$ cat src/rtl/uart_pkg.sv
// uart_pkg: shared types, default widths and frame helpers for the UART transmit path
package uart_pkg;

    localparam int UART_DATA_WIDTH = 8;
    localparam int UART_DIV_WIDTH  = 16;

    typedef enum logic [2:0] {
        IDLE,
        FETCH,
        LOAD,
        START,
        DATA,
        PARITY,
        STOP
    } tx_state_t;

    function automatic int frame_cycles(input logic par_en, input logic two_stop,
                                        input int unsigned div, input int dw = UART_DATA_WIDTH);
        return (2 + dw + int'(par_en) + int'(two_stop)) * (int'(div) + 1);
    endfunction

endpackage

$ cat src/rtl/uart_tx_ctrl_if.sv
// uart_tx_ctrl_if: registered read port between the TX FIFO and the transmit controller
interface uart_tx_ctrl_if import uart_pkg::*; #(
    parameter int DATA_WIDTH = UART_DATA_WIDTH
);
    logic                  fifo_empty;
    logic [DATA_WIDTH-1:0] fifo_data;
    logic                  fifo_rd_en;

    modport master (output fifo_rd_en, input fifo_empty, input fifo_data);
    modport slave  (input fifo_rd_en, output fifo_empty, output fifo_data);
endinterface

$ cat src/rtl/uart_baud_tick.sv
// uart_baud_tick: loadable down-counter marking the last cycle of each bit period
module uart_baud_tick import uart_pkg::*; #(
    parameter int DIV_WIDTH = UART_DIV_WIDTH
) (
    input  logic                 clk,
    input  logic                 reset,
    input  logic                 load,
    input  logic [DIV_WIDTH-1:0] div,
    output logic                 bit_end
);
    logic [DIV_WIDTH-1:0] cnt;

    assign bit_end = cnt == '0;

    // reload on an explicit restart or when a bit period expires, otherwise count down
    always_ff @(posedge clk) begin
        if (reset)
            cnt <= '0;
        else
            cnt <= (load || bit_end) ? div : cnt - DIV_WIDTH'(1);
    end
endmodule

$ cat src/rtl/uart_tx_ctrl.sv
// uart_tx_ctrl: drains the TX FIFO and serializes each byte as a start/data/parity/stop frame
module uart_tx_ctrl import uart_pkg::*; #(
    parameter int DATA_WIDTH = UART_DATA_WIDTH,
    parameter int DIV_WIDTH  = UART_DIV_WIDTH
) (
    input  logic                 clk,
    input  logic                 reset,
    input  logic                 tx_en,
    input  logic [DIV_WIDTH-1:0] baud_div,
    input  logic                 parity_en,
    input  logic                 parity_odd,
    input  logic                 two_stop,
    uart_tx_ctrl_if.master       fifo,
    output logic                 txd,
    output logic                 busy,
    output logic                 frame_done
);
    localparam int BW = DATA_WIDTH > 1 ? $clog2(DATA_WIDTH) : 1;

    tx_state_t             state, next;
    logic [DATA_WIDTH-1:0] shift_q;
    logic [DIV_WIDTH-1:0]  div_q;
    logic [BW-1:0]         bit_cnt_q;
    logic                  stop_cnt_q;
    logic                  par_en_q;
    logic                  two_stop_q;
    logic                  par_bit_q;
    logic                  bit_end;
    logic                  more;

    assign more = tx_en && !fifo.fifo_empty;

    // the timer restarts from the live divisor in LOAD, from the latched one afterwards
    uart_baud_tick #(.DIV_WIDTH(DIV_WIDTH)) u_tick (
        .clk     (clk),
        .reset   (reset),
        .load    (state == LOAD),
        .div     (state == LOAD ? baud_div : div_q),
        .bit_end (bit_end)
    );

    // state register
    always_ff @(posedge clk) begin
        if (reset)
            state <= IDLE;
        else
            state <= next;
    end

    // next-state decode and Moore strobes
    always_comb begin
        next       = state;
        frame_done = 1'b0;
        fifo.fifo_rd_en = state == FETCH;
        busy       = state != IDLE;
        case (state)
            IDLE:    next = more ? FETCH : IDLE;
            FETCH:   next = LOAD;
            LOAD:    next = START;
            START:   next = bit_end ? DATA : START;
            DATA:    next = (bit_end && bit_cnt_q == BW'(DATA_WIDTH - 1)) ? (par_en_q ? PARITY : STOP) : DATA;
            PARITY:  next = bit_end ? STOP : PARITY;
            STOP: begin
                if (bit_end && (stop_cnt_q || !two_stop_q)) begin
                    frame_done = 1'b1;
                    next       = more ? FETCH : IDLE;
                end
            end
            default: next = IDLE;
        endcase
    end

    // frame capture, shifting, bit/stop counting and the registered serial output
    always_ff @(posedge clk) begin
        if (reset) begin
            shift_q    <= '0;
            div_q      <= '0;
            bit_cnt_q  <= '0;
            stop_cnt_q <= 1'b0;
            par_en_q   <= 1'b0;
            two_stop_q <= 1'b0;
            par_bit_q  <= 1'b0;
            txd        <= 1'b1;
        end else begin
            if (state == LOAD) begin
                shift_q    <= fifo.fifo_data;
                div_q      <= baud_div;
                par_en_q   <= parity_en;
                two_stop_q <= two_stop;
                par_bit_q  <= (^fifo.fifo_data) ^ parity_odd;
                bit_cnt_q  <= '0;
                stop_cnt_q <= 1'b0;
            end
            if (state == DATA && bit_end) begin
                shift_q   <= shift_q >> 1;
                bit_cnt_q <= bit_cnt_q + BW'(1);
            end
            if (state == STOP && bit_end)
                stop_cnt_q <= 1'b1;
            txd <= state == START ? 1'b0 : state == DATA ? shift_q[0] : state == PARITY ? par_bit_q : 1'b1;
        end
    end
endmodule
$ cat src/flat_wrapper.sv
// flat-port wrapper written by rule: the top's interface ports become plain ports
module uart_tx_ctrl_flat import uart_pkg::*;
#(
    parameter int DATA_WIDTH = UART_DATA_WIDTH,
    parameter int DIV_WIDTH  = UART_DIV_WIDTH
)
  (clk, reset, tx_en, baud_div, parity_en, parity_odd, two_stop, txd, busy, frame_done, fifo_fifo_rd_en, fifo_fifo_empty, fifo_fifo_data);
  uart_tx_ctrl_if #(.DATA_WIDTH(DATA_WIDTH)) fifo_i ();
  input  logic clk;
  input  logic reset;
  input  logic tx_en;
  input  logic [DIV_WIDTH-1:0] baud_div;
  input  logic parity_en;
  input  logic parity_odd;
  input  logic two_stop;
  output logic txd;
  output logic busy;
  output logic frame_done;
  output wire logic [$bits(fifo_i.fifo_rd_en)-1:0] fifo_fifo_rd_en;
  input wire logic [$bits(fifo_i.fifo_empty)-1:0] fifo_fifo_empty;
  input wire logic [$bits(fifo_i.fifo_data)-1:0] fifo_fifo_data;
  assign fifo_fifo_rd_en = fifo_i.fifo_rd_en;
  assign fifo_i.fifo_empty = fifo_fifo_empty;
  assign fifo_i.fifo_data = fifo_fifo_data;
  uart_tx_ctrl #(.DATA_WIDTH(DATA_WIDTH), .DIV_WIDTH(DIV_WIDTH)) u_core (.clk(clk), .reset(reset), .tx_en(tx_en), .baud_div(baud_div), .parity_en(parity_en), .parity_odd(parity_odd), .two_stop(two_stop), .fifo(fifo_i), .txd(txd), .busy(busy), .frame_done(frame_done));
endmodule
$ cat config.mk
export PLATFORM = sky130hd
export DESIGN_NAME = uart_tx_ctrl_flat
export DESIGN_NICKNAME = d
export VERILOG_FILES = /design/src/rtl/uart_pkg.sv /design/src/rtl/uart_tx_ctrl_if.sv /design/src/rtl/uart_baud_tick.sv /design/src/rtl/uart_tx_ctrl.sv /design/src/flat_wrapper.sv
export SDC_FILE = /design/constraint.sdc
export NUM_CORES = 1
export LEC_CHECK = 0
export ABC_AREA = 0
export ABC_CLOCK_PERIOD_IN_PS = 2400
export CORE_UTILIZATION = 50
export DETAILED_ROUTE_END_ITERATION = 10
export PLACE_DENSITY = 0.7
export SLEW_MARGIN = 20
export SYNTH_ARGS = -nofsm -noshare
export SYNTH_HDL_FRONTEND = slang
export SYNTH_SLANG_ARGS = --single-unit
$ cat constraint.sdc
create_clock -name clk -period 2.4 [get_ports clk]
set_input_delay 0.36 -clock clk [delete_from_list [all_inputs] [get_ports clk]]
set_output_delay 0.36 -clock clk [all_outputs]
set_load 0.02 [all_outputs]
==> insert_results.sql <==
INSERT INTO impl_metrics (metric_group, metric, value, unit) VALUES
('run_status', 'run_status', 'finished clean', ''),
('timing', 'setup-tns-final', '0', 'ns'),
('place', 'io_buffer_count', '34', ''),
('timing', 'timing.final.crit_period', '2.226', 'ns'),
('timing', 'hold_viol', '0', ''),
('setup_path', 'cp_slowest_stage_delay', '0.56', 'ns'),
('power_and_ir_drop', 'peak_ir_drop_on_the_vdd_network', '538.9', 'uV'),
('cells_and_area', 'fin_area', '3098', 'um^2'),
('logic_synthesis', 'synth_cell_type_count', '51', ''),
('clock_tree', 'tritoncts_clock_tree', 'yes', ''),
('floorplan', 'die_width', '72.68', 'um'),
('setup_path', 'critPathSlowestCell', 'or4_1', ''),
('setup_path', 'path_max_fanout', '2', ''),
('clock_tree', 'cts.htree.levels', '2', ''),
('clock_tree', 'worst_skew_pair.late_latency', '0.30', 'ns'),
('setup_path', 'crit_path_start', 'u_core.u_tick.cnt[8]', ''),
('global_routing', 'largest_net_degree_at_the_start_of_global_routing', '40', ''),
('global_routing', 'grt.met2_usage', '39.67', '%'),
('setup_path', 'worst_ep_required_time', '2.04', 'ns'),
('detailed_routing', 'detail_route.vias_per_cell', '5.516', ''),
('cells_and_area', 'final_cell_mix', '51 x dfxtp_1, 41 x nand2_1, 33 x clkdlybuf4s50_1, 21 x a21oi_1, 21 x buf_4', ''),
('setup_path', 'reg2reg_from', 'u_core.u_tick.cnt[3]', ''),
('setup_path', 'startpoint_types', 'register', ''),
('timing', 'fmax', '449.2', 'MHz'),
('power_and_ir_drop', 'power.leakage', '0.001155', 'uW'),
('timing', 'slew_viol_final', '0', ''),
('setup_path', 'arrival_time_worst_endpoint', '1.87', 'ns'),
('setup_path', 'reg2reg_depth', '6', ''),
('global_routing', 'grt_first_pass_wirelength', '9680', 'um'),
('clock_tree', 'bufs_on_longest_clock_path', '2', ''),
('logic_synthesis', 'warnings_synthesis', '0', ''),
('cells_and_area', 'final_layout_size_suffix_gt1_share', '11.52', '%'),
('detailed_routing', 'postRouteWirelength', '5875', 'um'),
('cells_and_area', 'area_growth', '24.05', '%'),
('place', 'detailed_place_hpwl', '4061', 'um'),
('cells_and_area', 'mostFrequentLayoutCell', 'dfxtp_1', ''),
('floorplan', 'floorplan.core_area', '4755', 'um^2'),
('power_and_ir_drop', 'p_per_area', '1069', 'nW/um^2'),
('global_routing', 'layer_with_the_highest_usage', 'met2', ''),
('timing', 'grt_setup_unrepaired', 'false', ''),
('global_routing', 'globalRouteMet3Util', '4.144', '%'),
('setup_path', 'critical_path_depth', '4', ''),
('setup_path', 'critical_path.cell_chain', 'or4_1 > nand4bb_1 > nor3_1 > clkbuf_2', ''),
('logic_synthesis', 'avgSynthCellArea', '8.702', 'um^2'),
('detailed_routing', 'antenna_violating_nets_post_route', '0', ''),
('detailed_routing', 'via_count', '2190', ''),
('timing', 'worst-slew-pin-transition', '0.6979', 'ns'),
('setup_path', 'worst-path-buf-inv', '1', ''),
('setup_path', 'critical-path-top-delay-family', 'simple AND/OR/NAND/NOR gates', ''),
('logic_synthesis', 'seq_area_frac_synth', '40.88', '%'),
('clock_tree', 'clock_sink_count', '51', ''),
('timing', 'finalSetupViolCount', '0', ''),
('timing', 'timing.clock.skew', '0.005694', 'ns'),
('setup_path', 'timing.setup.critical_path_class', 'reg2out', ''),
('clock_tree', 'clk_pin_slew', '0.09', 'ns'),
('cells_and_area', 'nets', '364', ''),
('cells_and_area', 'num_antenna_cells', '0', ''),
('detailed_routing', 'first_iter_violations', '113', ''),
('setup_path', 'endpoint_kind', 'output pin', ''),
('min_path', 'min_from', 'u_core.div_q[0]', ''),
('cells_and_area', 'stdcell_count', '397', ''),
('global_routing', 'antenna_violations_before_repair', '0', ''),
('global_routing', 'grt_use_total', '23.63', '%'),
('min_path', 'worst_hold_path_type', 'reg2reg', ''),
('detailed_routing', 'detail_route.first_pass.iterations', '4', ''),
('run', 'max_cap_viol_count', '0', ''),
('logic_synthesis', 'synth_edf_count', '0', ''),
('global_routing', 'via_count_of_the_first_global_routing_pass', '2032', ''),
('detailed_routing', 'detail_route.wl_per_cell', '14.80', 'um'),
('place', 'gp_routability_congestion', '0.8599', ''),
('clock_tree', 'postCtsSetupRepairBufs', '0', '');
layer usage:
| layer | vias up | part of all wire, % | wire [um] |
|---|---|---|---|
| met2 | 62 | 46 | 2721 |
| met3 | 5 | 4.6 | 269 |
| met4 | 0 | 0.82 | 48 |
| met5 | - | 0 | 0 |
| met1 | 995 | 48 | 2835 |
| li1 | 1128 | - | - |
where the power goes:
| group | switching [uW] | internal, uW |
|---|---|---|
| registers | 143 | 1040 |
| logic | 849 | 760 |
| clock network | 280 | 236 |
sequential cells by signal, summed over array words and instances (netlist names):
register / count
u_core.par_en_q: 1
u_core.shift_q: 8
u_core.bit_cnt_q: 3
u_core.u_tick.cnt: 16
u_core.par_bit_q: 1
u_core.two_stop_q: 1
u_core.txd: 1
u_core.state: 3
u_core.stop_cnt_q: 1
u_core.div_q: 16
Yosys cell counts, types with 8 or more instances:
cell type  instances  area (um^2)
a2bb2oi_1          9        78.83
a211oi_1           8        60.06
a21oi_1           21        105.1
nor2_1            11        41.29
xnor2_1           12        105.1
nor4_1            13        81.33
dfxtp_1           51         1021
mux2i_1           13        130.1
nor3_1            12        60.06
nand2_1           41        153.9
clkbuf_1          15        56.30
through the flow:
stage               hold slack [ns]  worst slack (ns)  total power, uW  utilization (%)
floorplan                    0.4318            0.1448             2265                -
global placement             0.4407           0.07605             2759            63.05
detailed placement           0.4483           0.06588             2785            63.05
CTS                          0.4614         0.0008891             3318            65.11
global route                 0.4907           0.04770             3540            65.16
finish                       0.4568            0.1736             3311            65.16
area by class of cell:
type                       count  area [um^2]
fill                         438         1657
multi-input combinational    210         1379
sequential                    51         1021
timing repair buffer          55        493.0
tap                           67        83.83
clock buffer                   6        82.58
inverter                       6        22.52
clock inverter                 2        16.27
path summary, 6_finish.rpt:
| path | end | slack (ns) |
|---|---|---|
| hold reg to reg | u_core.div_q[0] | 0.46 |
| hold / removal | u_core.div_q[0] | 0.46 |
| setup reg to reg | u_core.u_tick.cnt[7] | 0.33 |
| setup / recovery | frame_done | 0.17 |
cell families after synthesis:
group                    after synthesis  synth area share, %
flip-flops                            51                40.88
buffers and inverters                 26                4.358
AND/OR/NAND/NOR                      112                23.50
AO/OA/AOI/OAI                         63                17.03
XOR/XNOR                              16                6.162
multiplexers                          14                5.661
adder cells (fa/ha/maj)                5                2.405
tightest hold or removal path: stages, from the launching register on:
cell,delay (ns)
dfxtp_1,0.32
nand2_1,0.05
a21oi_1,0.05
Note: power is estimated with default switching activity, not from simulation.
==> RTL change 1 (config.mk and constraints unchanged) <==
Add an input register stage for `baud_div`, without a reset; this delays it by one clock. The other inputs are not delayed to match.
--- a/src/rtl/uart_tx_ctrl.sv
+++ b/src/rtl/uart_tx_ctrl.sv
@@ -19,2 +19,8 @@
 
+    logic [DIV_WIDTH-1:0] baud_div_q;
+
+    always_ff @(posedge clk) begin
+        baud_div_q <= baud_div;
+    end
+
     tx_state_t             state, next;
@@ -37,3 +43,3 @@
         .load    (state == LOAD),
-        .div     (state == LOAD ? baud_div : div_q),
+        .div     (state == LOAD ? baud_div_q : div_q),
         .bit_end (bit_end)
@@ -86,3 +92,3 @@
                 shift_q    <= fifo.fifo_data;
-                div_q      <= baud_div;
+                div_q      <= baud_div_q;
                 par_en_q   <= parity_en;
Function: changed (a bounded check fails within 10 cycles, from zero or initial values and one cycle with reset high).
==> RTL change 1 against the unedited design <==
  * Final area grew 16%
  * Non-clock buffer count increased by 2
  * Sequential share of layout area is 4.5 points higher
  * Total power rose by 23%
  * Synthesized area grew 13%
  * Sequential cell count increased by 16
  * Synthesized cell count is 6.3% higher
  * Worst setup slack worse by 0.048 ns
  * Maximum frequency is 2.1% lower
  * Routed wire length decreased by 0.82%
  * Largest power group unchanged
==> RTL change 1: results (changes against the unedited design) <==
Parameter                              Value

Placed design
  Area after DPL    3370 um2 (+12%)
  DPL Wire Length    3960 um (-2.4%)

Clocking
  Clock slew at reported path FFs    0.07 ns (-0.02 ns)
  Clock insertion delay at the later pin of the skew report    0.33 ns (+0.03 ns)
  Number of buffers created by CTS    9 (+4)

Critical path
  Cells on worst reg2reg path    7 (+1)
  Slowest CP cell    sky130_fd_sc_hd__or3b_2
  Critical register-to-register path endpoint    u_core.bit_cnt_q[0]
  Launching element of the worst setup path    u_core.u_tick.cnt[0]
  Stage delay of the slowest cell on the critical path    0.45 ns (-0.11 ns)
  Data arrival time of the critical path    1.91 ns (+0.04 ns)

Routing
  Met2 wire len    2610 um (-4.0%)
  WL met1    2810 um (-1.1%)
  Routed wire length on met3    339 um (+26%)

Power and ir drop
  IR drop worst, VDD    0.000625 V (+16%)
  Switch Pwr    1.42 mW (+12%)

Synth
  Synth cell count leaders    67 x sky130_fd_sc_hd__dfxtp_1, 52 x sky130_fd_sc_hd__nand2_1, 27 x sky130_fd_sc_hd__a21oi_1, 22 x sky130_fd_sc_hd__nor2_1, 14 x sky130_fd_sc_hd__clkbuf_1
  Synthesized instance count    305 (+6.3%)
  Parity-gate share of the synthesized area counting xor and xnor cells    6.38% (+0.22 points)
  Top cells by area, synth    sky130_fd_sc_hd__dfxtp_1 48%, sky130_fd_sc_hd__nand2_1 6.9%, sky130_fd_sc_hd__a21oi_1 4.8%, sky130_fd_sc_hd__a2bb2oi_1 4.0%, sky130_fd_sc_hd__mux2i_1 3.9%

Timing
  Time the worst path needs with I/O delays and setup    2.27 ns (+0.0481 ns)
  Worst Skew    0.00869 ns (+0.00299 ns)
  Actual slew at the worst max-slew pin    0.433 ns (-0.265 ns)

Global routing
  Maximum number of pins on one net before global-route repair    48 (+20%)
  Wire length of the first global-routing pass    10100 um (+4.3%)
  Met3 demand-to-capacity share in global routing    4.64% (+0.50 points)
  Met2 capacity usage during global routing    32.8% (-6.8 points)

Final layout
  Area taken by multi-input logic gates    1390 um2 (+0.64%)
  Share of layout cells above drive strength 1    14.5% (+3.0 points)
  Fin nets    388 (+6.6%)

Status
  Result of the run    completed
## RTL change 1: power groups by stage
| stage | registers [mW] | clock network [mW] | logic, mW |
|---|---|---|---|
| 2_1_floorplan | 1.52 | 0 | 1.11 |
| 3_3_place_gp | 1.55 | 0 | 1.57 |
| 3_5_place_dp | 1.56 | 0 | 1.59 |
| 4_1_cts | 1.54 | 0.954 | 1.60 |
| 5_1_grt | 1.57 | 1.01 | 1.77 |
| 6_report | 1.54 | 0.932 | 1.59 |
## RTL change 1: final cells by class
class	instances	share of cell area, %
clock buffer	14	5.38
clock inverter	2	0.454
timing repair buffer	57	15.0
inverter	5	0.524
multi-input combinational	213	38.8
sequential	67	37.5
tap	70	2.45
## RTL change 1: cell families after synthesis
family	Yosys count
and+or+nand+nor	114
DFF	67
AOI/OAI and AO/OA	64
buffers and inverters	25
xor gates and xnor gates	19
muxes	12
adders and majority gates	4
## RTL change 1: what timing repair did
action	CTS	global route
gates resized for setup	5	2
endpoints found under the setup margin	1	1
cloned	0	0
==> RTL change 2 (same flow settings) <==
Made on the original files. Change the package constant `UART_DIV_WIDTH` from 16 to 20.
--- a/src/rtl/uart_pkg.sv
+++ b/src/rtl/uart_pkg.sv
@@ -4,3 +4,3 @@
     localparam int UART_DATA_WIDTH = 8;
-    localparam int UART_DIV_WIDTH  = 16;
+    localparam int UART_DIV_WIDTH  = 20;
 
Interface: changed (resized baud_div); port bits go from 35 to 39. The function was not compared with the original's and may differ.
==> RTL change 2 against the unedited design <==
  * Sequential cell count increased by 8
  * Largest power group unchanged
  * Total power increased by 44%
  * Synthesized area increased by 19%
  * Critical endpoint unchanged
  * Worst setup slack got worse by 0.050 ns
  * Routed wire length increased by 22%
  * Sequential power increased by 26%
  * Worst hold slack about the same
  * Global-route usage increased by 1.1 points
  * Final area increased by 22%
==> RTL change 2: results (changes against the unedited design) <==
Parameter                              Value

Timing
  Max transition margin    47.5% (-5.8 points)

Placed design
  DPL Wire Length    4990 um (+23%)
  Area after DPL    3530 um2 (+18%)
  Placed Instances    448 (+15%)
  Quantity of I/O buffers inserted on ports    38 (+12%)

Synth
  Arithmetic-cell share of the synthesized area counting full adders, half adders and majority gates    1.27% (-1.1 points)
  Share of the synthesized area in compound gates (AO/OA/AOI/OAI)    19.2% (+2.2 points)
  Synth cell count leaders    59 x sky130_fd_sc_hd__dfxtp_1, 38 x sky130_fd_sc_hd__nand2_1, 22 x sky130_fd_sc_hd__clkbuf_1, 20 x sky130_fd_sc_hd__mux2i_1, 17 x sky130_fd_sc_hd__a21oi_1
  Share of synthesized area spent on multiplexers    7.52% (+1.9 points)
  Top cells by area, synth    sky130_fd_sc_hd__dfxtp_1 40%, sky130_fd_sc_hd__mux2i_1 6.8%, sky130_fd_sc_hd__nand2_1 4.8%, sky130_fd_sc_hd__a21oi_1 2.9%, sky130_fd_sc_hd__clkbuf_1 2.8%
  Yosys top cell area share    39.9% (-1.0 points)
  Parity-gate share of the synthesized area counting xor and xnor cells    4.90% (-1.3 points)
  Proportion of synthesized chip area in sequential cells    39.9% (-1.0 points)
  Number of nets produced by synthesis    378 (+17%)
  Synthesized instance count    340 (+18%)

Clocking
  Clock slew at reported path FFs    0.07 ns (-0.02 ns)
  Clock insertion delay at the later pin of the skew report    0.34 ns (+0.04 ns)
  Post-cts resize count    4 (+3)
  Number of buffers created by CTS    9 (+4)

Final layout
  Fin nets    425 (+17%)
  Data buffer area share    15.0% (-0.86 points)
  Leading registers by flop count    u_core.div_q: 20 flops, u_core.u_tick.cnt: 20 flops, u_core.shift_q: 8 flops
  Buffers outside the clock class    62 (+13%)
  Area taken by multi-input logic gates    1640 um2 (+19%)
  Share of layout cells above drive strength 1    14.8% (+3.3 points)
  Clock tree buffer count of the final layout    11 (+5)
  Final clock-cell share    6.40% (+3.2 points)
  Number of sequential storage elements    59 (+16%)
  Multi-input gates    240 (+14%)
  Share of cell area taken by multi-input logic gates    43.4% (-1.1 points)
  Seq area share    31.3% (-1.7 points)

Power and ir drop
  IR drop worst, VDD    0.000619 V (+15%)
  Static Leak    1.54 nW (+33%)
  Comb group    2.17 mW (+35%)
  Switch share    37.6% (-0.80 points)
  Power in sequential cells    1.50 mW (+26%)

Routing
  Met2 wire len    3340 um (+23%)
  Via total after detailed routing    2707 (+24%)
  Total Routed Length    7140 um (+22%)
  WL met1    3390 um (+19%)
  Avg Vias per Cell    5.83 (+5.8%)
  Iteration-0 DRC Markers    199 (+76%)

Die
  Die Width    79.0 um (+8.7%)

Min path
  Origin of the worst min-delay path    u_core.div_q[2]

Global routing
  Number of global-route vias before repair    2564 (+26%)
  Met3 demand-to-capacity share in global routing    4.25% (+0.11 points)
  Total track usage    24.7% (+1.1 points)
  Met2 capacity usage during global routing    39.6% (-0.099 points)
  Wire length of the first global-routing pass    12000 um (+24%)

Critical path
  Startpoint of the most critical register-to-register path    u_core.u_tick.cnt[8]
  Register-to-register setup slack    0.14 ns (-0.19 ns)

Status
  Result of the run    completed
## RTL change 2: cell types whose count changed after synthesis, moves of 8 or more
cell,unedited run,this run
sky130_fd_sc_hd__or2_2,1,12
sky130_fd_sc_hd__a2bb2oi_1,9,0
sky130_fd_sc_hd__inv_1,6,15
sky130_fd_sc_hd__dfxtp_1,51,59
## RTL change 2: metrics by stage
stage	setup TNS [ns]	setup WS, ns	power [mW]	hold WS, ns
after floorplan	0	0.0357	2.91	0.433
final	0	0.123	4.77	0.457
after detailed placement	-0.0176	-0.0176	3.64	0.447
after global routing	0	0.0458	5.08	0.474
after CTS	0	0.0247	4.76	0.456
after global placement	0	0.00701	3.60	0.442
## RTL change 2: critical path: cells and delay by family, from the launching register on
| family | cells | cell delay (ns) |
|---|---|---|
| buffers and inverters | 1 | 0.16 |
| AND/OR/NAND/NOR | 4 | 1.11 |
| flip-flops | 1 | 0.31 |
